### config.mk
export PLATFORM = sky130hd
export DESIGN_NAME = alu_result_stage
export DESIGN_NICKNAME = d
export VERILOG_FILES = /design/src/rtl/alu_result_stage.sv
export SDC_FILE = /design/constraint.sdc
export NUM_CORES = 1
export LEC_CHECK = 0
export BUFFER_PORTS_ARGS = -buffer_cell sky130_fd_sc_hd__buf_2
export CAP_MARGIN = 10
export CORE_MARGIN = 3
export CORE_UTILIZATION = 25
export DETAILED_ROUTE_END_ITERATION = 8
export SETUP_SLACK_MARGIN = 0.1
export SLEW_MARGIN = 20
export SYNTH_ARGS = -nofsm -noshare
export SYNTH_HDL_FRONTEND = slang
export SYNTH_SLANG_ARGS = --single-unit
### constraint.sdc
create_clock -name clk -period 1.86 [get_ports clk]
set_clock_uncertainty 0.05 [all_clocks]
set_input_delay 0 -clock clk [delete_from_list [all_inputs] [get_ports clk]]
set_output_delay 0 -clock clk [all_outputs]
set_load 0.05 [all_outputs]
### src/rtl/alu_result_stage.sv
// alu_result_stage: registers the signed adder result together with its
// destination tag, derives {Z,N,V} flags at capture time, and buffers up to
// two entries in a skid FIFO. It also keeps an overflow sticky bit and a
// saturating overflow counter.
//
// Handshake: a transfer happens on a rising clk edge only when valid and
// ready are both 1 at that edge. The producer holds S/Overflow/Rd steady
// while InValid=1 and InReady=0. InReady and OutValid come only from
// registered occupancy, so neither depends on InValid or OutReady in the
// same cycle. Head data (Result/Flags/OutRd) does not change while
// OutValid=1 and OutReady=0.
module alu_result_stage #(
  parameter int L  = 16,
  parameter int TW = 3
) (
  input  logic          clk,
  input  logic          rst_n,
  input  logic [L-1:0]  S,
  input  logic          Overflow,
  input  logic [TW-1:0] Rd,
  input  logic          InValid,
  output logic          InReady,
  output logic [L-1:0]  Result,
  output logic [2:0]    Flags,
  output logic [TW-1:0] OutRd,
  output logic          OutValid,
  input  logic          OutReady,
  input  logic          ClrSticky,
  output logic          OvfSticky,
  output logic [7:0]    OvfCount
);

  // Occupancy of the two-entry buffer. The encoding is the entry count.
  typedef enum logic [1:0] {
    OCC_EMPTY = 2'd0,
    OCC_ONE   = 2'd1,
    OCC_FULL  = 2'd2
  } occ_t;

  occ_t occ;
  occ_t occ_next;

  logic          accept;
  logic          pop;
  logic          load_head;
  logic          load_tail;
  logic          shift;
  logic [2:0]    cap_flags;

  logic [L-1:0]  head_res;
  logic [2:0]    head_flags;
  logic [TW-1:0] head_rd;
  logic [L-1:0]  tail_res;
  logic [2:0]    tail_flags;
  logic [TW-1:0] tail_rd;

  // Both ready and valid depend only on the occupancy register.
  assign InReady  = (occ != OCC_FULL);
  assign OutValid = (occ != OCC_EMPTY);

  assign accept = InValid & InReady;
  assign pop    = OutValid & OutReady;

  // Flags are {Z,N,V} of the incoming sum, with Z at bit 2.
  assign cap_flags = {(S == '0), S[L-1], Overflow};

  // The head register drives the outputs directly, so they hold while stalled.
  assign Result = head_res;
  assign Flags  = head_flags;
  assign OutRd  = head_rd;

  // Occupancy state register.
  always_ff @(posedge clk or negedge rst_n) begin
    if (!rst_n) begin
      occ <= OCC_EMPTY;
    end else begin
      occ <= occ_next;
    end
  end

  // Next occupancy and the datapath load and shift controls.
  always_comb begin
    occ_next  = occ;
    load_head = 1'b0;
    load_tail = 1'b0;
    shift     = 1'b0;
    case (occ)
      OCC_EMPTY: begin
        // Nothing to pop here, so OutReady has no effect.
        if (accept) begin
          load_head = 1'b1;
          occ_next  = OCC_ONE;
        end
      end
      OCC_ONE: begin
        if (accept && pop) begin
          // The head leaves and the new entry takes its place.
          load_head = 1'b1;
          occ_next  = OCC_ONE;
        end else if (accept) begin
          load_tail = 1'b1;
          occ_next  = OCC_FULL;
        end else if (pop) begin
          occ_next  = OCC_EMPTY;
        end
      end
      OCC_FULL: begin
        // InReady is 0 here, so only a pop can happen.
        if (pop) begin
          shift    = 1'b1;
          occ_next = OCC_ONE;
        end
      end
      default: begin
        occ_next = OCC_EMPTY;
      end
    endcase
  end

  // Head entry: load from the input, or take the tail when the head pops.
  always_ff @(posedge clk or negedge rst_n) begin
    if (!rst_n) begin
      head_res   <= '0;
      head_flags <= '0;
      head_rd    <= '0;
    end else if (load_head) begin
      head_res   <= S;
      head_flags <= cap_flags;
      head_rd    <= Rd;
    end else if (shift) begin
      head_res   <= tail_res;
      head_flags <= tail_flags;
      head_rd    <= tail_rd;
    end
  end

  // Tail entry: filled only when an accept arrives behind a stalled head.
  always_ff @(posedge clk or negedge rst_n) begin
    if (!rst_n) begin
      tail_res   <= '0;
      tail_flags <= '0;
      tail_rd    <= '0;
    end else if (load_tail) begin
      tail_res   <= S;
      tail_flags <= cap_flags;
      tail_rd    <= Rd;
    end
  end

  // Overflow tracking. A clear in the same cycle as an accepted V=1 entry
  // leaves the count at 1, because the entry counts after the clear.
  always_ff @(posedge clk or negedge rst_n) begin
    if (!rst_n) begin
      OvfSticky <= 1'b0;
      OvfCount  <= 8'd0;
    end else if (ClrSticky) begin
      OvfSticky <= accept & Overflow;
      OvfCount  <= (accept & Overflow) ? 8'd1 : 8'd0;
    end else if (accept && Overflow) begin
      OvfSticky <= 1'b1;
      if (OvfCount != 8'hFF) begin
        OvfCount <= OvfCount + 8'd1;
      end
    end
  end

endmodule

==> summary.txt, run 1 <==
Status
  – Outcome: finished clean

Clock tree
  – TritonCTS clock tree: yes
  – Root Driver: clkbuf_8
  – H-tree Lvls: 2
  – Worst skew pair latency: between 300 and 400 ps
  – Clock Sink Count: 53
  – CTS Buffer Depth: 2
  – # Post-CTS Setup Buffers: 0
  – CTS buffer count: 5
  – Clk slew on worst S/H paths: 100 ps

Power and ir drop
  – Pwr/cell area: 1150 nW/um^2
  – Total Power: 3.71 mW
  – Leakage: ~1.5 nW
  – Peak VDD IR: between 300 and 400 uV

Synthesis
  – Count leader, synth: dfrtp_1
  – Register area share after synthesis: 0.552
  – Synth top area share: 0.552
  – Syn Std Cell Area: roughly 2400 um^2
  – Post-Syn Instances: approximately 210
  – Syn Nets: 239
  – EDFF count, synth: 0
  – Commonest cells post-synth: dfrtp_1, nand2_1, o21ai_0, mux2i_1, mux2_2
  – Async set-reset flop share out of synthesis: 1.00
  – Syn Area/Cell: ~11 um^2
  – Post-synth top flop: dfrtp_1
  – Ys Warns: 0
  – Post-synth cell types: 34
  – Synth Register Bits: 53
  – Synth top area cells: dfrtp_1, mux2_2, mux2i_1
  – Yosys top cell by area: dfrtp_1

Die
  – Initial Util: 0.259
  – Die Area: between 10,000 and 15,000 um^2
  – Core ar.: 9280 um^2
  – IO Pins: 58
  – Die width: approximately 100 um
  – # rows: 35
  – Die Y: between 100 and 150 um

Placement
  – Post-DP HPWL: 4100 um
  – I/O Buffers: 57
  – GP Congestion: 0.716
  – Post-Place Worst Slack: 147 ps

Critical path
  – Arr. time, crit path: between 1500 and 2000 ps
  – Type of origin of the critical path: register
  – Critical path class: reg2reg
  – R2r worst-path depth: 4
  – Max FO, Critical Path: 7
  – CP endpoint kind: register
  – Req. time, crit path: 2010 ps

STA
  – Slew HR: 0.594
  – Final worst slack: 175 ps
  – Final setup vio count: 0
  – Fin Hold WS: 65.2 ps
  – Final number of max-transition violations: 0
  – Fin crit period: approximately 1700 ps
  – Setup TNS: 0 ps
  – Final period utilization: 0.906
  – Maximum clock frequency: ~0.59 GHz
  – RSZ-0062 raised after global routing: no
  – Slew @ Worst Pin: approximately 610 ps
  – Endpoints failing hold: 0

Drt
  – Vias after detailed routing: between 1,500 and 2,000
  – Total wire length: around 5800 um
  – DR pass1 iterations: 4
  – Post-DRT Antenna Nets: 0
  – Via density: 4.48
  – DR WL/cell: between 10 and 15 um
  – 1st-iter DRT viols: 30
  – Post-route DRC: 0

Finish
  – Ant diodes: 0
  – Nets: between 300 and 400
  – Util after Layout: 0.349
  – Area delta synth->final: 34.8%
  – Share of layout cells above drive strength 1: 0.366

GRT
  – Largest net degree at the start of global routing: 31
  – Antenna violations before repair: 0
  – First-pass GRT wire length: 9500 um
  – GRT Total Usage: 0.108
  – GRT overflow: 0
  – Number of global-route vias before repair: between 1,500 and 2,000

Worst hold path
  – WHS Path Cells: 3
  – Hold WC Path Type: in2reg

Job
  – MaxCap Viol Count: 0
==> flip-flops by register name, indices dropped and copies added (netlist names) <==
register	count
Flags	3
OutRd	3
OvfCount	8
OvfSticky	1
Result	15
occ	2
tail_flags	3
tail_rd	3
tail_res	15
==> placed cells by master, fill, tap and decap left out, types with 2 or more instances in the layout <==
| cell type | synthesis | final |
|---|---|---|
| buf_2 | 6 | 57 |
| a21oi_1 | 7 | 7 |
| nor3_1 | 3 | 3 |
| nor2_1 | 6 | 5 |
| o21ai_0 | 24 | 24 |
| dfrtp_2 | 0 | 6 |
| dlygate4sd3_1 | 0 | 23 |
| nand4_1 | 3 | 3 |
| clkbuf_8 | 0 | 6 |
| o22ai_1 | 2 | 2 |
| o31ai_1 | 2 | 2 |
| mux2i_1 | 23 | 23 |
| nor2b_1 | 3 | 3 |
| inv_1 | 2 | 2 |
| nand2b_1 | 3 | 3 |
| nor4_1 | 6 | 5 |
| or3_1 | 2 | 2 |
| buf_4 | 1 | 4 |
| mux2_2 | 21 | 21 |
| dfrtp_1 | 53 | 47 |
| nand2_1 | 25 | 25 |
| and2_1 | 2 | 2 |
| buf_12 | 0 | 2 |
==> worst paths after layout <==
kind,start,endpoint,slack [ps]
setup / recovery,OvfCount[4],OvfCount[5],180
hold / removal,InValid,occ[0],70
setup reg to reg,OvfCount[4],OvfCount[5],180
hold reg to reg,tail_res[9],tail_res[9],460
max in group asynchronous,rst_n,tail_res[6],990
min in group asynchronous,rst_n,Result[14],180
==> metrics by stage <==
stage / cell area, um^2 / instances
after floorplan: 2420 / 213
after global placement: 2870 / 393
after detailed placement: 2870 / 393
after CTS: 3220 / 424
after global routing: 3240 / 424
final: 3240 / 424
==> metal layers <==
metal	vias to the layer above	share of wire	wire [um]	track usage
met4	0	0.010	60	0.0285
met5	-	0	0	0
li1	921	-	-	-
met2	45	0.47	2730	0.178
met3	6	0.042	246	0.0273
met1	928	0.48	2760	0.143
==> cells by family after synthesis <==
group,count (synthesis),share of synthesized area
compound gates,39,0.0880
fa+ha+maj,1,0.00521
buf+inv,15,0.0312
flops,53,0.552
mux,44,0.194
simple gates,61,0.129
==> power breakdown <==
group          internal, mW  switching [mW]
clock network         0.438           0.387
logic                 0.428           0.819
registers              1.47           0.170
==> critical path, stage by stage, from the launching register on <==
cell and delay, ps:
dfrtp_2 450, and4_2 270, and3_2 250, nor4_4 200
mux2_2 350
==> what timing repair did <==
action,CTS,global route
setup endpoints to repair,0,2
resized for setup,0,4
endpoints found under the hold margin,72,0
hold buffers,23,0
==> final cells by class <==
| class | count | area (um^2) |
|---|---|---|
| Clock inverter | 2 | 37.5 |
| Inverter | 3 | 11.3 |
| Sequential cell | 53 | 1330 |
| Timing Repair Buffer | 86 | 586 |
| Multi-Input combinational cell | 145 | 1030 |
| Tap cell | 129 | 161 |
| Clock buffer | 6 | 82.6 |
| Fill cell | 968 | 6040 |
(Power assumes the default switching activity.)
==> run 2, diff against run 1 <==
Settings changed: CORE_ASPECT_RATIO from default to 0.7.
==> summary.txt, run 2 (synthesized netlist as in run 1, its figures left out) <==
STA
  – Slew @ Worst Pin: 438 ps
  – Final period utilization: 0.917
  – Endpoints failing hold: 0
  – Final setup vio count: 0
  – RSZ-0062 raised after global routing: no
  – Fin Hold WS: 64.6 ps
  – Slew HR: 0.705
  – Final number of max-transition violations: 0
  – Maximum clock frequency: roughly 0.6 GHz
  – Setup TNS: 0 ps
  – Fin crit period: around 1700 ps

Power and ir drop
  – Pwr/cell area: between 1000 and 1500 nW/um^2
  – Peak VDD IR: just under 500 uV
  – Leakage: 1.56 nW
  – Total Power: slightly below 4 mW

Die
  – # rows: 29
  – Die Y: between 80 and 90 um
  – Die width: between 100 and 150 um
  – Core ar.: around 9200 um^2
  – Die Area: 10,800 um^2
  – IO Pins: 58
  – Initial Util: 0.261

Worst hold path
  – Hold WC Path Type: in2reg
  – WHS Path Cells: 3
  – HP Start: InValid
  – Hold EP: occ[0]

Placement
  – I/O Buffers: 57
  – Post-DP HPWL: 4190 um
  – Placed cell areas: around 2900 um^2
  – Dpl cells: 390
  – GP Congestion: roughly 0.82

Critical path
  – Type of origin of the critical path: register
  – WP buf/inv: 0
  – Req. time, crit path: around 2000 ps
  – Reg-to-Reg Start: OvfCount[4]
  – Arr. time, crit path: around 1800 ps
  – Slowest cell on the critical path: dfrtp_2
  – CP max stage delay: 450 ps
  – Critical path's top delay family: simple AND/OR/NAND/NOR gates
  – CP endpoint kind: register
  – Worst-path cell chain: and4_1 -> and3_2 -> nor4_2 -> mux2_2
  – RR Endpoint: OvfCount[5]
  – Critical path class: reg2reg
  – R2r worst-path depth: 4
  – WP depth: 4
  – Max FO, Critical Path: 7
  – R2R setup slack: 150 ps

Finish
  – Highest-count cells in the layout ignoring fill and taps: buf_2, dfrtp_1, nand2_1, o21ai_0
  – Area delta synth->final: 35.6%
  – Nets: between 300 and 400
  – Fillers: ~950
  – Post-route insts no fill: 421
  – FF+latch area: 1330 um^2
  – Share of layout cells above drive strength 1: 0.367
  – Ant diodes: 0
  – Area of the multi-input gates: ~1000 um^2
  – Design Area, Final: around 3300 um^2
  – Most common cell after layout, fill and taps aside: buf_2

Clock tree
  – CTS buffer count: 5
  – Worst skew pair latency: 290 ps
  – Root Driver: clkbuf_16
  – Clk slew on worst S/H paths: around 70 ps
  – Clock Sink Count: 53
  – TritonCTS clock tree: yes
  – CTS Buffer Depth: 2
  – H-tree Lvls: 2

GRT
  – Number of global-route vias before repair: ~1,900
  – Antenna violations before repair: 0
  – GRT overflow: 0
  – Largest net degree at the start of global routing: 27
  – GRT Total Usage: 0.114
  – First-pass GRT wire length: between 9000 and 10,000 um

Status
  – Outcome: finished clean

Drt
  – DR pass1 iterations: 4
  – DR WL/cell: around 14 um
  – Post-DRT Antenna Nets: 0
  – Vias after detailed routing: between 1,500 and 2,000
  – Total wire length: approximately 5800 um
  – 1st-iter DRT viols: 53
  – Post-route DRC: 0
  – Via density: 4.51

Job
  – MaxCap Viol Count: 0
==> run 2: cell count changes in the layout (fill, tap and decap cells not counted) <==
cell	previous run	this run
and4_1	0	1
and4_2	1	0
buf_12	2	1
buf_4	4	7
bufinv_16	1	0
clkbuf_16	0	5
clkbuf_8	6	1
clkinv_2	0	1
clkinv_4	0	1
clkinvlp_4	1	0
nor4_2	0	1
nor4_4	1	0
==> run 2: metrics by stage <==
stage / worst slack, ps / utilization
detailed placement: 133 / 0.311
global placement: 146 / 0.311
global route: 116 / 0.354
CTS: 117 / 0.353
floorplan: 55.5 / -
finish: 154 / 0.354
==> run 2: worst max-delay path by stage <==
| stage | from | end | slack [ps] |
|---|---|---|---|
| finish | OvfCount[4] | OvfCount[5] | 150 |
| global route | OvfCount[4] | OvfCount[5] | 120 |
| CTS | OvfCount[0] | OvfCount[1] | 120 |
| detailed placement | OvfCount[0] | OvfCount[1] | 130 |
| global placement | OvfCount[0] | OvfCount[1] | 150 |
| floorplan | OvfCount[7] | OvfCount[5] | 60 |
==> run 2: worst min-delay path, delay by kind of cell <==
family	cells	cell delay [ps]
AOI/OAI and AO/OA	2	220
buffers and inverters	1	140
==> run 2: metal layers <==
layer  part of all wire  GRT usage  up-vias
met5                  0          0        -
met4             0.0083     0.0241        0
met3              0.065     0.0336        7
met2               0.41      0.168       57
met1               0.51      0.166      909
li1                   -          -      926
==> run 2: final cells by class <==
class	count	area share
clock inverters	2	0.00422
well taps	124	0.0476
repair buffers	88	0.180
flip-flops and latches	53	0.409
inverters	3	0.00346
clock buffers	6	0.0426
multi-input cells	145	0.312
==> run 2: what timing repair did <==
item	4_1_cts	5_1_grt
endpoints found under the hold margin	100	0
setup endpoints to repair	0	3
buffers inserted	0	0
hold buffers	23	0
resized for setup	0	2
==> run 2: report_power, final <==
group / internal (mW) / switching, mW
combinational: 0.428 / 0.820
clock: 0.537 / 0.427
sequential: 1.47 / 0.173
==> run 3, diff against run 2 <==
Settings changed: BUFFER_PORTS_ARGS -buffer_cell sky130_fd_sc_hd__buf_2 to -buffer_cell sky130_fd_sc_hd__buf_4, CORE_ASPECT_RATIO 0.7 to default.
Clock period 1.86 ns to 1.6 ns, I/O delays scaled along.
==> summary.txt, run 3 (synthesized netlist as in run 1, its figures left out) <==
Status
  – Outcome: finished clean

STA
  – Fin crit period: 1570 ps
  – Final period utilization: 0.984
  – Setup TNS: 0 ps
  – Fin Hold WS: between 40 and 50 ps
  – RSZ-0062 raised after global routing: yes
  – Final setup vio count: 0
  – Maximum clock frequency: between 0.6 and 0.7 GHz
  – Slew @ Worst Pin: roughly 410 ps
  – Slew HR: 0.725
  – Endpoints failing hold: 0
  – Final number of max-transition violations: 0

Critical path
  – Arr. time, crit path: approximately 1700 ps
  – CP max stage delay: approximately 410 ps
  – R2R setup slack: roughly 26 ps
  – Worst-path cell chain: buf_6 -> nand4_1 -> buf_4 -> nor4_4 -> mux2_4
  – Critical path class: reg2reg
  – Slowest cell on the critical path: dfrtp_2
  – CP endpoint kind: register
  – WP buf/inv: 2
  – Critical path's top delay family: flip-flops
  – Max FO, Critical Path: 4
  – Req. time, crit path: 1740 ps
  – Type of origin of the critical path: register

Clock tree
  – Clock Sink Count: 53
  – CTS buffer count: 5
  – TritonCTS clock tree: yes
  – Worst skew pair latency: 290 ps
  – CTS Buffer Depth: 2
  – Clk slew on worst S/H paths: 90 ps
  – H-tree Lvls: 2
  – Root Driver: clkbuf_8

GRT
  – GRT overflow: 0
  – Number of global-route vias before repair: 1,979
  – Largest net degree at the start of global routing: 30
  – Antenna violations before repair: 0
  – First-pass GRT wire length: between 10,000 and 15,000 um
  – GRT Total Usage: 0.111

Finish
  – Ant diodes: 0
  – Most common cell after layout, fill and taps aside: buf_4
  – Design Area, Final: between 3000 and 4000 um^2
  – Nets: around 340
  – Post-route insts no fill: around 450
  – Share of layout cells above drive strength 1: 0.439
  – Area delta synth->final: 51.6%
  – Highest-count cells in the layout ignoring fill and taps: buf_4, dfrtp_1, nand2_1, o21ai_0, dlygate4sd3_1

Die
  – Core ar.: 9280 um^2
  – IO Pins: between 50 and 60
  – Initial Util: 0.259
  – Die Y: around 100 um
  – Die width: between 100 and 150 um
  – # rows: 35
  – Die Area: 10,800 um^2

Placement
  – Dpl cells: roughly 400
  – Placed cell areas: 3150 um^2
  – Post-DP HPWL: ~4200 um
  – I/O Buffers: 57
  – GP Congestion: between 0.7 and 0.8

Drt
  – Post-DRT Antenna Nets: 0
  – Via density: 4.39
  – DR pass1 iterations: 4
  – Post-route DRC: 0
  – DR WL/cell: between 10 and 15 um
  – 1st-iter DRT viols: 87
  – Total wire length: approximately 6100 um
  – Vias after detailed routing: about 2,000

Power and ir drop
  – Peak VDD IR: between 500 and 600 uV
  – Total Power: around 4.3 mW
  – Pwr/cell area: ~1200 nW/um^2
  – Leakage: between 1.5 and 2 nW

Worst hold path
  – Hold WC Path Type: in2reg

Job
  – MaxCap Viol Count: 0
run 3: cell count changes in the layout (fill, tap and decap cells not counted), moves of 3 or more:
cell,change
buf_6,+3
clkbuf_1,+3
dfrtp_2,+3
clkbuf_8,+4
dfrtp_1,-3
buf_4,+73
clkbuf_16,-5
buf_2,-57
run 3: repair_timing:
item / 4_1_cts / 5_1_grt
resized for setup: 9 / 11
endpoints found under the hold margin: 103 / 1
pin swaps: 6 / 6
hold buffers: 23 / 1
setup buffers: 4 / 6
setup endpoints to repair: 15 / 48
run 3: report_power, final:
part / total [mW] / switching (mW) / internal, mW
registers: 1.92 / 0.209 / 1.71
clock network: 0.731 / 0.418 / 0.313
logic: 1.65 / 0.979 / 0.673
total: 4.30 / 1.61 / 2.69
run 3: final cells by class:
type,count,area (um^2)
sequential,53,1340
clock buffer,8,80.1
multi-input combinational,145,1110
fill,935,5640
inverter,3,13.8
tap,129,161
timing repair buffer,110,935
run 3: worst paths after layout:
check / start / end / cells past startpoint
max in group asynchronous: rst_n / tail_res[5] / 3
min in group asynchronous: rst_n / tail_res[10] / 2
hold / removal: InValid / occ[0] / 3
hold reg to reg: tail_res[6] / tail_res[6] / 1
setup / recovery: OvfCount[0] / OvfCount[5] / 5
setup reg to reg: OvfCount[0] / OvfCount[5] / 5
run 3: per-layer routing:
metal	vias to the layer above	track usage	wire, um
met5	-	0	0
met2	52	0.177	3020
met1	942	0.151	2750
met3	6	0.0304	304
li1	967	-	-
met4	0	0.0266	61
run 3: tightest hold or removal path, stage by stage:
cell	delay [ps]
buf_4	120
a21oi_1	70
o22ai_1	150
run 3: stage by stage:
step,utilization,setup WS (ps)
floorplan,-,-205
global placement,0.339,30.0
detailed placement,0.339,19.3
CTS,0.380,13.9
global route,0.392,-26.9
finish,0.392,26.0
